**src/rtl/adder16_accumulator.sv**
```systemverilog
// adder16_accumulator: sums a frame of WIDTH-bit words arriving on a
// valid/ready stream. It counts carry-outs across the frame and presents
// the final sum plus the carry count on a valid/ready output.
//
// Optional build macro ACC_END_AROUND_CARRY_EN selects ones'-complement
// checksum mode. In that mode each carry-out is fed back as the next
// beat's carry-in, and one FOLD cycle adds the last pending carry back in.
// Without the macro the block is a plain modulo-2^WIDTH accumulator.
module adder16_accumulator #(
  parameter int WIDTH = 16,
  parameter int CNT_W = 8
) (
  input  logic             clk,
  input  logic             rst_n,
  input  logic             start,
  input  logic [CNT_W-1:0] len,
  input  logic             in_valid,
  output logic             in_ready,
  input  logic [WIDTH-1:0] in_data,
  output logic             out_valid,
  input  logic             out_ready,
  output logic [WIDTH-1:0] out_sum,
  output logic [CNT_W-1:0] out_carries,
  output logic             busy
);

`ifdef ACC_END_AROUND_CARRY_EN
  typedef enum logic [1:0] {
    IDLE = 2'd0,
    ACC  = 2'd1,
    FOLD = 2'd2,
    HOLD = 2'd3
  } state_t;
`else
  typedef enum logic [1:0] {
    IDLE = 2'd0,
    ACC  = 2'd1,
    HOLD = 2'd3
  } state_t;
`endif

  localparam logic [CNT_W-1:0] CNT_ONE = {{(CNT_W-1){1'b0}}, 1'b1};

  state_t           state;
  logic [WIDTH-1:0] acc;
  logic [CNT_W-1:0] carries;
  logic [CNT_W-1:0] remaining;

  logic             beat;
  logic             cin;
  logic [WIDTH:0]   beat_total;
  logic [CNT_W-1:0] beat_carries;

`ifdef ACC_END_AROUND_CARRY_EN
  logic             pending;
  logic [WIDTH:0]   fold_total;
  logic [CNT_W-1:0] fold_carries;
`endif

  // Carry counter that sticks at all-ones instead of wrapping.
  function automatic logic [CNT_W-1:0] sat_inc(input logic [CNT_W-1:0] c);
    return (c == '1) ? c : c + CNT_ONE;
  endfunction

  // Adder datapath: one beat's sum/carry and, in checksum mode, the fold sum.
  always_comb begin
    beat = in_valid && in_ready;
    cin  = 1'b0;
`ifdef ACC_END_AROUND_CARRY_EN
    cin  = pending;
`endif
    beat_total   = {1'b0, acc} + {1'b0, in_data} + {{WIDTH{1'b0}}, cin};
    beat_carries = beat_total[WIDTH] ? sat_inc(carries) : carries;
`ifdef ACC_END_AROUND_CARRY_EN
    fold_total   = {1'b0, acc} + {{WIDTH{1'b0}}, pending};
    fold_carries = fold_total[WIDTH] ? sat_inc(carries) : carries;
`endif
  end

  // Frame control FSM with all handshake and result outputs registered.
  always_ff @(posedge clk or negedge rst_n) begin
    if (!rst_n) begin
      state       <= IDLE;
      acc         <= '0;
      carries     <= '0;
      remaining   <= '0;
`ifdef ACC_END_AROUND_CARRY_EN
      pending     <= 1'b0;
`endif
      in_ready    <= 1'b0;
      out_valid   <= 1'b0;
      out_sum     <= '0;
      out_carries <= '0;
      busy        <= 1'b0;
    end else begin
      case (state)
        IDLE: begin
          if (start) begin
            acc     <= '0;
            carries <= '0;
`ifdef ACC_END_AROUND_CARRY_EN
            pending <= 1'b0;
`endif
            busy    <= 1'b1;
            if (len != '0) begin
              remaining <= len;
              in_ready  <= 1'b1;
              state     <= ACC;
            end else begin
              out_sum     <= '0;
              out_carries <= '0;
              out_valid   <= 1'b1;
              state       <= HOLD;
            end
          end
        end

        ACC: begin
          if (beat) begin
            acc       <= beat_total[WIDTH-1:0];
            carries   <= beat_carries;
            remaining <= remaining - CNT_ONE;
`ifdef ACC_END_AROUND_CARRY_EN
            pending   <= beat_total[WIDTH];
`endif
            if (remaining == CNT_ONE) begin
              in_ready <= 1'b0;
`ifdef ACC_END_AROUND_CARRY_EN
              state    <= FOLD;
`else
              out_sum     <= beat_total[WIDTH-1:0];
              out_carries <= beat_carries;
              out_valid   <= 1'b1;
              state       <= HOLD;
`endif
            end
          end
        end

`ifdef ACC_END_AROUND_CARRY_EN
        FOLD: begin
          acc         <= fold_total[WIDTH-1:0];
          carries     <= fold_carries;
          pending     <= 1'b0;
          out_sum     <= fold_total[WIDTH-1:0];
          out_carries <= fold_carries;
          out_valid   <= 1'b1;
          state       <= HOLD;
        end
`endif

        HOLD: begin
          if (out_ready) begin
            out_valid <= 1'b0;
            busy      <= 1'b0;
            state     <= IDLE;
          end
        end

        default: begin
          in_ready  <= 1'b0;
          out_valid <= 1'b0;
          busy      <= 1'b0;
          state     <= IDLE;
        end
      endcase
    end
  end

endmodule

```
**config.mk**
```make
export PLATFORM = sky130hd
export DESIGN_NAME = adder16_accumulator
export DESIGN_NICKNAME = d
export VERILOG_FILES = /design/src/rtl/adder16_accumulator.sv
export SDC_FILE = /design/constraint.sdc
export NUM_CORES = 1
export LEC_CHECK = 0
export ABC_AREA = 1
export CELL_PAD_IN_SITES_DETAIL_PLACEMENT = 1
export CELL_PAD_IN_SITES_GLOBAL_PLACEMENT = 1
export CORE_MARGIN = 8
export CORE_UTILIZATION = 40
export DETAILED_ROUTE_END_ITERATION = 16
export PLACE_DENSITY = 0.87
export SYNTH_ARGS = -nofsm -noshare
export SYNTH_HDL_FRONTEND = slang
export SYNTH_SLANG_ARGS = --single-unit
```
**constraint.sdc**
```tcl
create_clock -name clk -period 2.2 [get_ports clk]
set_clock_uncertainty 0.2 [all_clocks]
set_input_delay 0.66 -clock clk [delete_from_list [all_inputs] [get_ports clk]]
set_output_delay 0.66 -clock clk [all_outputs]
set_load 0.005 [all_outputs]
```
==> impl_results.md, run 1 <==
* Clock root buffer master: clkbuf_8
* Worst Path Arrival at between 2 and 2.5 ns
* Syn_nets at ~640
* Avg WL per Cell at around 19 µm
* CP endpoint kind: flop
* Crit-path max FO at 4
* Vias in the first global route at 5229
* Sw Pwr at approximately 4300 µW
* Ys Warns at 0
* HPWL Detailed at approximately 10000 µm
* Slew Limit Fails at 0
* GPL Wtd Cong at about 0.9
* Clock share of power at about 11%
* First-pass DRT Iterations at 6
* Area delta synth->final at 44.7%
* Row count at 36
* Max Cap Violations at 0
* # port buffers at 55
* TritonCTS Buffers at 9
* Peak Freq at roughly 440 MHz
* Total power at ~8700 µW
* Fin Setup TNS at -0.121 ns
* Crit path time final at ~2.3 ns
* Maximum vdd drop at between 0.0006 and 0.0007 V
* Xor/xnor share of the synthesized area at 0.651%
* Most frequent cells in the layout: 190 x nand2_1, 70 x inv_1, 61 x buf_4
* RSZ-0062 raised after global routing: true
* Syn Std Cell Area at 4040 µm²
* Pint at 4380 µW
* Clock slew at reported path FFs at 0.09 ns
* Worst Tran Pin Value at ~0.36 ns
* Seq pwr share at between 20 and 25%
* Die H at roughly 120 µm
* Combinational family with the most area after synthesis: simple AND/OR/NAND/NOR gates
* Initial core utilization at 41.3%
* Synth unique cells at 29
* Syn Area/Cell at slightly below 7 µm²
* Layout fillers at about 1200
* Crit share post-route at 103%
* Final wirelength at approximately 16000 µm
* Total number of vias at ~4600
* Worst Reg-to-Reg Cells at 11
* Die X at between 100 and 150 µm
* Setup violators final at 4
* R2R Path Start: acc[12]
* Placed cell area at 5190 µm²
* Lkg Pwr at 0.00305 µW
* Commonest non-fill, non-tap cell in the layout: nand2_1
* Via density at 5.48
* Slew margin rel. at around three quarters
* Run status: complete, but fails checks
* Reg2reg end: acc[14]
* P per Cell Area at roughly 1500 nW/µm²
* # DRC at 0
* Core ar. at ~9800 µm²
* Sequential fraction of the synthesis area at between 30% and 40%
* Mux contribution to synthesized area at 0%
* Post-synthesis compound-gate area fraction at a little under 9%
* Antenna violations before repair at 0
* First-pass GRT wire length at about 25000 µm
* Final #Nets at 757
* Failing checks: setup timing
* Final Cell Area at between 5000 and 6000 µm²
* Post-synthesis adder-cell area fraction at 6.38%
* #FFs+latches synth at 61
* Crit start category: primary input
* Synthesized instance count at between 500 and 600
* GRT Overall Usage at 24.1%
* Worst skew pair latency at about 0.38 ns
* Sink Count at 61
* Combinational share of power at between 60% and 70%
* I/O pin total at between 50 and 60
* Crit Path Class: in2reg
* H-tree Lvls at 3
* Drt initial violations at ~250
* Global route overflow at 0
* R2R Setup Slk at 0.07 ns
* Worst Path Required at 2.26 ns
* Switching Fraction at between 40 and 50%
* Largest net degree at the start of global routing at between 60 and 70
* Hold Violations, Final at 0
* Antenna-violating nets left at 0
* Full die area at ~14000 µm²
* Share of post-route cells with drive strength above 1 at a little over a quarter
* Fin worst setup slack at -0.0571 ns
* CTS Buffer Depth at 2
* DP Worst Slack at -0.722 ns
* Fin util at between 50% and 60%
* Post-Synth Simple-Gate Area at around 36%
* Path category of the worst min-delay check: in2async
* CTS tree: done
-- layout make-up --
type | count | area, µm² | share of cell area [%]
inverter | 82 | 317 | 5.42
timing repair buffer | 121 | 1090 | 18.7
sequential | 61 | 1530 | 26.1
tap | 133 | 166 | 2.85
clock inverter | 1 | 5.00 | 0.0856
clock buffer | 15 | 166 | 2.85
timing repair inverter | 1 | 7.51 | 0.128
antenna | 1 | 2.50 | 0.0428
multi-input combinational | 432 | 2560 | 43.8
-- registers in the layout, summed over array words and instances (netlist names) --
name / cells
acc: 16
busy: 1
carries: 8
in_ready: 1
out_carries: 8
out_sum: 16
out_valid: 1
remaining: 8
state: 2
-- per-stage QoR --
stage,hold WS (ns),instances
2_1_floorplan,0.164,590
3_3_place_gp,0.258,821
3_5_place_dp,0.260,821
4_1_cts,0.117,839
5_1_grt,0.124,846
6_report,0.0788,847
-- worst max-delay path, stage by stage --
cell	delay [ns]
dlygate4sd2_1	0.27
ha_4	0.28
buf_4	0.12
nand2_1	0.06
nor2_2	0.19
nand2_1	0.13
nand3_2	0.13
nand2_2	0.07
nand2_1	0.08
nand2_1	0.10
nand4_1	0.12
nand2_1	0.10
-- power by group through the flow --
| stage | clock network (µW) | logic [µW] | registers, µW |
|---|---|---|---|
| 3_3_place_gp | 0 | 4370 | 1900 |
| 4_1_cts | 958 | 5240 | 1990 |
| 5_1_grt | 1030 | 6240 | 2060 |
| 6_report | 974 | 5720 | 2000 |
| 3_5_place_dp | 0 | 4670 | 1930 |
| 2_1_floorplan | 0 | 2810 | 1850 |
-- routing by layer --
metal  vias to the layer above  GRT usage (%)  share of wire, %
met5                         -              0                 0
met4                         0           11.2               3.5
li1                       2113              -                 -
met3                        56           5.12               5.1
met1                      2320           26.1                39
met2                       150           44.0                52
-- what timing repair did --
action	CTS	global route
setup buffers	0	6
hold buffers	0	0
endpoints found under the setup margin	42	46
gates resized for setup	76	48
pin swaps	17	28
gates cloned	2	1
-- cell usage after synthesis --
cell        n  area share (%)
o21ai_1     2            0.25
nor3_1      5            0.62
xor2_1      3            0.65
a21oi_2     1            0.22
o211ai_1    1            0.19
nand2_1   225              21
dfrtp_1    61              38
o21ai_0    34             4.2
nor2_2      2            0.31
a21oi_1    22             2.7
buf_2       6            0.74
and2_1      2            0.31
ha_1       19             5.9
nor2_1     35             3.3
buf_1       2            0.19
nand3_1    33             4.1
o21ai_2     5             1.1
and3_1      1            0.15
fa_1        1            0.50
or2_2       2            0.31
buf_6       5             1.4
nand2_2     6            0.93
nor2_8      1            0.50
clkbuf_1    3            0.28
inv_2       2            0.19
nand4_1    30             4.6
inv_1      79             7.3
inv_4       1            0.15
o31ai_1     1            0.19
-- worst max path at each step --
stage,cells after the start,from,slack [ns],to
3_5_place_dp,14,in_data[0],-0.72,out_carries[5]
6_report,12,in_data[2],-0.06,acc[14]
5_1_grt,12,in_data[12],-0.11,acc[14]
4_1_cts,12,in_data[15],0.003,out_carries[5]
2_1_floorplan,13,in_data[0],-0.02,carries[4]
3_3_place_gp,14,in_data[0],-0.64,out_carries[1]
-- cells by family (layout without fill, tap and decap cells) --
group	Yosys count	in the layout
compound gates	66	66
xor+xnor	3	3
fa+ha+maj	20	20
buf+inv	98	220
flops	61	61
other cells	0	1
simple gates	342	343
Power figures use the tool's default switching activity.
==> inputs of run 2 (changes only) <==
--- a/config.mk
+++ b/config.mk
@@ -11,7 +11,8 @@
 export CORE_MARGIN = 8
 export CORE_UTILIZATION = 40
 export DETAILED_ROUTE_END_ITERATION = 16
-export PLACE_DENSITY = 0.87
+export PLACE_DENSITY_LB_ADDON = 0.1
+export REMOVE_ABC_BUFFERS = 1
 export SYNTH_ARGS = -nofsm -noshare
 export SYNTH_HDL_FRONTEND = slang
 export SYNTH_SLANG_ARGS = --single-unit
==> impl_results.md, run 2 (synthesis gave the netlist of run 1 again) <==
* Switching Fraction at 47.7% (-1.9 points)
* Run status: complete, no violations
* Flip-flop and latch area at 1530 µm² (about the same)
* Clock share of power at 12.4% (+1.2 points)
* Top Registers: acc x16, out_sum x16
* GPL Wtd Cong at 0.839 (-7.0%)
* Setup violators final at 0 (-4)
* Pint at 4350 µW (-0.70%)
* Slew Limit Fails at 0 (unchanged)
* Crit share post-route at 99.3% (-3.3 points)
* Final Cell Area at 5750 µm² (-1.6%)
* # DRC at 0 (unchanged)
* Row count at 36 (unchanged)
* Sw Pwr at 3970 µW (-8.1%)
* Fin Setup TNS at 0 ns (+0.121 ns)
* Path category of the worst min-delay check: in2async
* Core ar. at 9770 µm² (unchanged)
* Multi-input gate area at 2500 µm² (-2.2%)
* Clock slew at reported path FFs at 0.08 ns (about the same)
* Largest net degree at the start of global routing at 62 (unchanged)
* Worst Tran Pin Value at 0.346 ns (-0.0181 ns)
* Via density at 5.13 (-6.3%)
* Fin util at 58.8% (-0.99 points)
* Share of post-route cells with drive strength above 1 at 23.4% (-2.9 points)
* Antenna violations before repair at 0 (unchanged)
* CP max stage cell: clkdlybuf4s50_1
* Die X at 116 µm (unchanged)
* Drt initial violations at 147 (-41%)
* # port buffers at 55 (unchanged)
* CP top delay family: buffers and inverters
* Crit start category: primary input
* First-pass GRT wire length at 22400 µm (-12%)
* TritonCTS Buffers at 9 (unchanged)
* GRT Overall Usage at 20.9% (-3.2 points)
* Global route overflow at 0 (unchanged)
* CP Cell Sequence: clkdlybuf4s50_1 > inv_1 > nand3_2 > o21ai_4 > nand2_1 > nand2_2 > buf_12 > clkinvlp_4 > o21ai_0
* Layout fillers at 1248 (-0.080%)
* Maximum vdd drop at 0.000774 V (+16%)
* Commonest non-fill, non-tap cell in the layout: nand2_1
* Lkg Pwr at 0.00302 µW (-1.2%)
* RSZ-0062 raised after global routing: true
* Crit Path Class: in2reg
* Ant. Diodes at 0 (-1)
* Final wirelength at 13900 µm (-13%)
* Clock root buffer master: clkbuf_8
* Peak Freq at 458 MHz (+3.4%)
* First-pass DRT Iterations at 4 (-2)
* H-tree Lvls at 3 (unchanged)
* Most frequent cells in the layout: 201 x nand2_1, 74 x inv_1, 61 x dfrtp_1
* Die H at 116 µm (unchanged)
* CP endpoint kind: flop
* Crit path time final at 2.18 ns (-0.0735 ns)
* Worst skew pair latency at 0.36 ns (-0.02 ns)
* Worst Path Arrival at 2.24 ns (-0.08 ns)
* CP peak stage delay at 0.40 ns (+0.12 ns)
* CTS Buffer Depth at 2 (unchanged)
* I/O pin total at 56 (unchanged)
* Antenna-violating nets left at 0 (unchanged)
* Combinational share of power at 63.9% (-1.9 points)
* Area delta synth->final at 42.3%
* Full die area at 13600 µm² (unchanged)
* Placed cell area at 5080 µm² (-2.2%)
* Slew margin rel. at 76.9% (+1.2 points)
* CTS tree: done
* R2R Setup Slk at 0.09 ns (+0.02 ns)
* Vias in the first global route at 4643 (-11%)
* Crit-path max FO at 6 (+2)
* Hold Violations, Final at 0 (unchanged)
* P per Cell Area at 1450 nW/µm² (-2.8%)
* Total power at 8320 µW (-4.4%)
* Worst Path Required at 2.26 ns (about the same)
* Worst path bufs/invs at 4 (+2)
* Max Cap Violations at 0 (unchanged)
* HPWL Detailed at 9230 µm (-9.8%)
* Seq pwr share at 23.8% (+0.8 points)
* Sink Count at 61 (unchanged)
* Final #Nets at 749 (-1.1%)
* Total number of vias at 4297 (-7.4%)
* Initial core utilization at 41.3% (unchanged)
* Avg WL per Cell at 16.6 µm (-12%)
-- run 2: changes by cell type in the layout (fill, tap and decap cells not counted), sizes merged, moves of 3 or more --
cell / change
clkdlybuf4s50: +3
dlygate4sd2: +4
clkdlybuf4s15: -3
clkbuf: -5
buf: -7
dlymetal6s2s: -3
-- run 2: area by class of cell --
| cell class | instances | share of cell area (%) |
|---|---|---|
| Tap cell | 133 | 2.89 |
| Multi-Input combinational cell | 431 | 43.5 |
| Clock inverter | 4 | 0.849 |
| Clock buffer | 11 | 2.46 |
| Timing Repair Buffer | 114 | 18.1 |
| Timing Repair inverter | 1 | 0.131 |
| Sequential cell | 61 | 26.6 |
| Inverter | 82 | 5.51 |
-- run 2: timing repair --
action	CTS	global route
cloned	1	1
resized for setup	80	37
setup buffers	0	4
setup endpoints to repair	42	51
hold buffers	0	0
pin swaps	25	22
-- run 2: power groups by stage --
stage               Sequential, µW  Combinational [µW]  Clock [µW]
finish                        1980                5310        1030
floorplan                     1850                2540           0
global placement              1890                4260           0
CTS                           1970                4950        1050
detailed placement            1920                4460           0
global route                  2030                5880        1110
-- run 2: worst paths after layout --
| path | startpoint | to | cells after the start |
|---|---|---|---|
| setup / recovery | len[6] | remaining[0] | 9 |
| hold / removal | rst_n | acc[7] | 2 |
| setup reg to reg | acc[0] | out_carries[0] | 13 |
| hold reg to reg | out_sum[0] | out_sum[0] | 2 |
| max in group asynchronous | rst_n | out_carries[5] | 2 |
| min in group clk | out_sum[0] | out_sum[0] | 2 |
-- run 2: through the flow --
| step | hold WS, ns | setup slack, ns | instances |
|---|---|---|---|
| 2_1_floorplan | 0.164 | -0.463 | 574 |
| 3_3_place_gp | 0.254 | -0.661 | 816 |
| 3_5_place_dp | 0.262 | -0.744 | 816 |
| 4_1_cts | 0.109 | -0.00176 | 832 |
| 5_1_grt | 0.138 | -0.0691 | 837 |
| 6_report | 0.110 | 0.0164 | 837 |
-- run 2: routing by layer --
layer  global-route usage [%]  vias up  wire length, µm
met3                     3.72       16              402
met5                        0        -                0
met4                     5.62        0              178
met2                     37.6       58             7240
met1                     25.1     2120             6070
li1                         -     2103                -
==> inputs of run 3 (changes only) <==
--- a/config.mk
+++ b/config.mk
@@ -9,7 +9,7 @@
 export CELL_PAD_IN_SITES_DETAIL_PLACEMENT = 1
 export CELL_PAD_IN_SITES_GLOBAL_PLACEMENT = 1
 export CORE_MARGIN = 8
-export CORE_UTILIZATION = 40
+export CORE_UTILIZATION = 36
 export DETAILED_ROUTE_END_ITERATION = 16
 export PLACE_DENSITY_LB_ADDON = 0.1
 export REMOVE_ABC_BUFFERS = 1
==> constraint.sdc (replaced) <==
create_clock -name clk -period 1.9 [get_ports clk]
set_clock_uncertainty 0.2 [all_clocks]
set_input_delay 0.57 -clock clk [delete_from_list [all_inputs] [get_ports clk]]
set_output_delay 0.57 -clock clk [all_outputs]
set_load 0.005 [all_outputs]
==> impl_results.md, run 3 (synthesis gave the netlist of run 1 again) <==
* Path category of the worst min-delay check: in2async
* Total power at 11900 µW (+43%)
* Dpl cells at 828 (+1.5%)
* Total number of vias at 4629 (+7.7%)
* Final #Nets at 788 (+5.2%)
* CP top delay family: simple AND/OR/NAND/NOR gates
* Hold Violations, Final at 0 (unchanged)
* Slew Limit Fails at 0 (unchanged)
* First-pass DRT Iterations at 4 (unchanged)
* # DRC at 0 (unchanged)
* CTS tree: done
* First-pass GRT wire length at 25000 µm (+12%)
* RSZ-0062 raised after global routing: true
* Row count at 38 (+5.6%)
* Initial core utilization at 37.1% (-4.2 points)
* Area delta synth->final at 64.2%
* Die H at 122 µm (+4.7%)
* Sw Pwr at 5880 µW (+48%)
* Setup violators final at 44 (+44)
* Worst skew pair latency at 0.38 ns (+0.02 ns)
* Crit-path max FO at 8 (+2)
* CTS Buffer Depth at 2 (unchanged)
* Vias in the first global route at 5056 (+8.9%)
* Crit path time final at 2.09 ns
* Peak Freq at roughly 480 MHz
* CP peak stage delay at 0.40 ns (about the same)
* CP endpoint kind: flop
* Share of post-route cells with drive strength above 1 at 38.8% (+15 points)
* Clock slew at reported path FFs at 0.09 ns (about the same)
* Via density at 5.24 (+2.0%)
* Slew margin rel. at 76.8% (-0.13 points)
* Fin worst setup slack at -0.192 ns (-0.208 ns)
* Largest net degree at the start of global routing at 62 (unchanged)
* CP max stage cell: dfrtp_1
* I/O pin total at 56 (unchanged)
* Crit share post-route at 110%
* CP Cell Sequence: ha_4 > inv_2 > fa_2 > inv_2 > nand2_2 > nand2_2 > nand3_2 > nand2_4 > nand2_8 > nand2_8 > nand2_2 > nand4_1 > nand2_1
* Drt initial violations at 234 (+59%)
* Sink Count at 61 (unchanged)
* Worst Tran Pin Value at 0.348 ns (+0.00198 ns)
* Worst Path Required at 1.96 ns (-0.30 ns)
* Clock share of power at 11.9% (-0.5 points)
* Global route overflow at 0 (unchanged)
* Seq pwr share at 19.4% (-4.4 points)
* Core ar. at 10900 µm² (+11%)
* GRT Overall Usage at 21.4% (+0.45 points)
* Combinational share of power at 68.7% (+4.8 points)
* Pint at 6000 µW (+38%)
* Maximum vdd drop at 0.000865 V (+12%)
* Ant. Diodes at 0 (unchanged)
* H-tree Lvls at 3 (unchanged)
* Antenna-violating nets left at 0 (unchanged)
* Switching Fraction at 49.5% (+1.8 points)
* Top Registers: acc x16, out_sum x16
* Top cell by count, worst path: nand2_2
* Full die area at 14900 µm² (+9.5%)
* Avg WL per Cell at 19.9 µm (+20%)
* DP Worst Slack at -0.999 ns (-0.256 ns)
* P per Cell Area at 1790 nW/µm² (+24%)
* Commonest non-fill, non-tap cell in the layout: nand2_1
* Clock root buffer master: clkbuf_8
* Lkg Pwr at 0.00354 µW (+17%)
* Failing checks: setup timing
* Crit Path Class: reg2reg
* Layout Cells excl Fill at 884 (+5.6%)
* HPWL Detailed at 9580 µm (+3.8%)
* Final wirelength at 17600 µm (+27%)
* Antenna violations before repair at 0 (unchanged)
* Max Cap Violations at 0 (unchanged)
* Die X at 122 µm (+4.7%)
* Worst path bufs/invs at 2 (-2)
* GPL Wtd Cong at 0.856 (+2.0%)
* Run status: complete, but fails checks
* # port buffers at 55 (unchanged)
* CTS hold repair buffers at 0 (unchanged)
* Most frequent cells in the layout: 167 x nand2_1, 71 x buf_4, 67 x inv_1
* Worst Path Arrival at 2.15 ns (-0.09 ns)
* Crit start category: flop
* TritonCTS Buffers at 9 (unchanged)
[run 3: cell count changes in the layout (fill, tap and decap cells not counted), sizes merged, moves of 2 or more]
cell,previous run,this run
buf,60,96
clkdlybuf4s50,36,2
clkdlybuf4s15,0,7
inv,81,84
dlygate4sd2,14,40
dlymetal6s2s,3,1
clkbuf,12,15
[run 3: power groups by stage]
stage / Sequential (µW) / Clock (µW) / Combinational (µW)
after floorplan: 2140 / 0 / 2940
after global placement: 2190 / 0 / 5050
after detailed placement: 2220 / 0 / 5280
after CTS: 2270 / 1420 / 6580
after global routing: 2350 / 1490 / 8700
final: 2300 / 1420 / 8160
[run 3: through the flow]
step	hold slack, ns	instance area (µm²)	TNS (ns)	util [%]
final	0.00285	6630	-5.36	60.9
after global placement	0.253	5120	-39.87	47.0
after CTS	0.0187	6060	-3.09	55.6
after global routing	0.0464	6630	-8.65	60.9
after detailed placement	0.257	5120	-43.83	47.0
after floorplan	0.0744	3930	-28.09	-
[run 3: final timing paths]
kind                             start        endpoint  slack [ns]  cells past startpoint
hold reg to reg            out_sum[11]     out_sum[11]        0.27                      2
max in group asynchronous        rst_n  out_carries[6]        1.21                      2
hold / removal                   rst_n          acc[9]       0.003                      2
min in group clk           out_sum[11]     out_sum[11]        0.27                      2
setup / recovery                acc[0]  out_carries[6]       -0.19                     13
setup reg to reg                acc[0]  out_carries[6]       -0.19                     13
[run 3: what timing repair did]
action	CTS	global route
gates resized for setup	196	112
pin swaps	71	77
endpoints found under the setup margin	84	54
gates cloned	5	0
setup buffers	16	22
[run 3: metal layers]
layer / track usage [%] / vias up / share of wire [%]
met2: 38.9 / 101 / 54
met1: 24.1 / 2311 / 41
met3: 3.84 / 38 / 3.0
met5: 0 / - / 0
li1: - / 2179 / -
met4: 8.71 / 0 / 2.3
[run 3: cell type report]
type                       instances  area (µm²)
inverter                          82         324
timing repair inverter             4        52.6
multi-input combinational        431        2980
tap                              140         175
clock inverter                     5        81.3
fill                            1291        4260
sequential                        61        1530
clock buffer                      11         151
timing repair buffer             150        1340
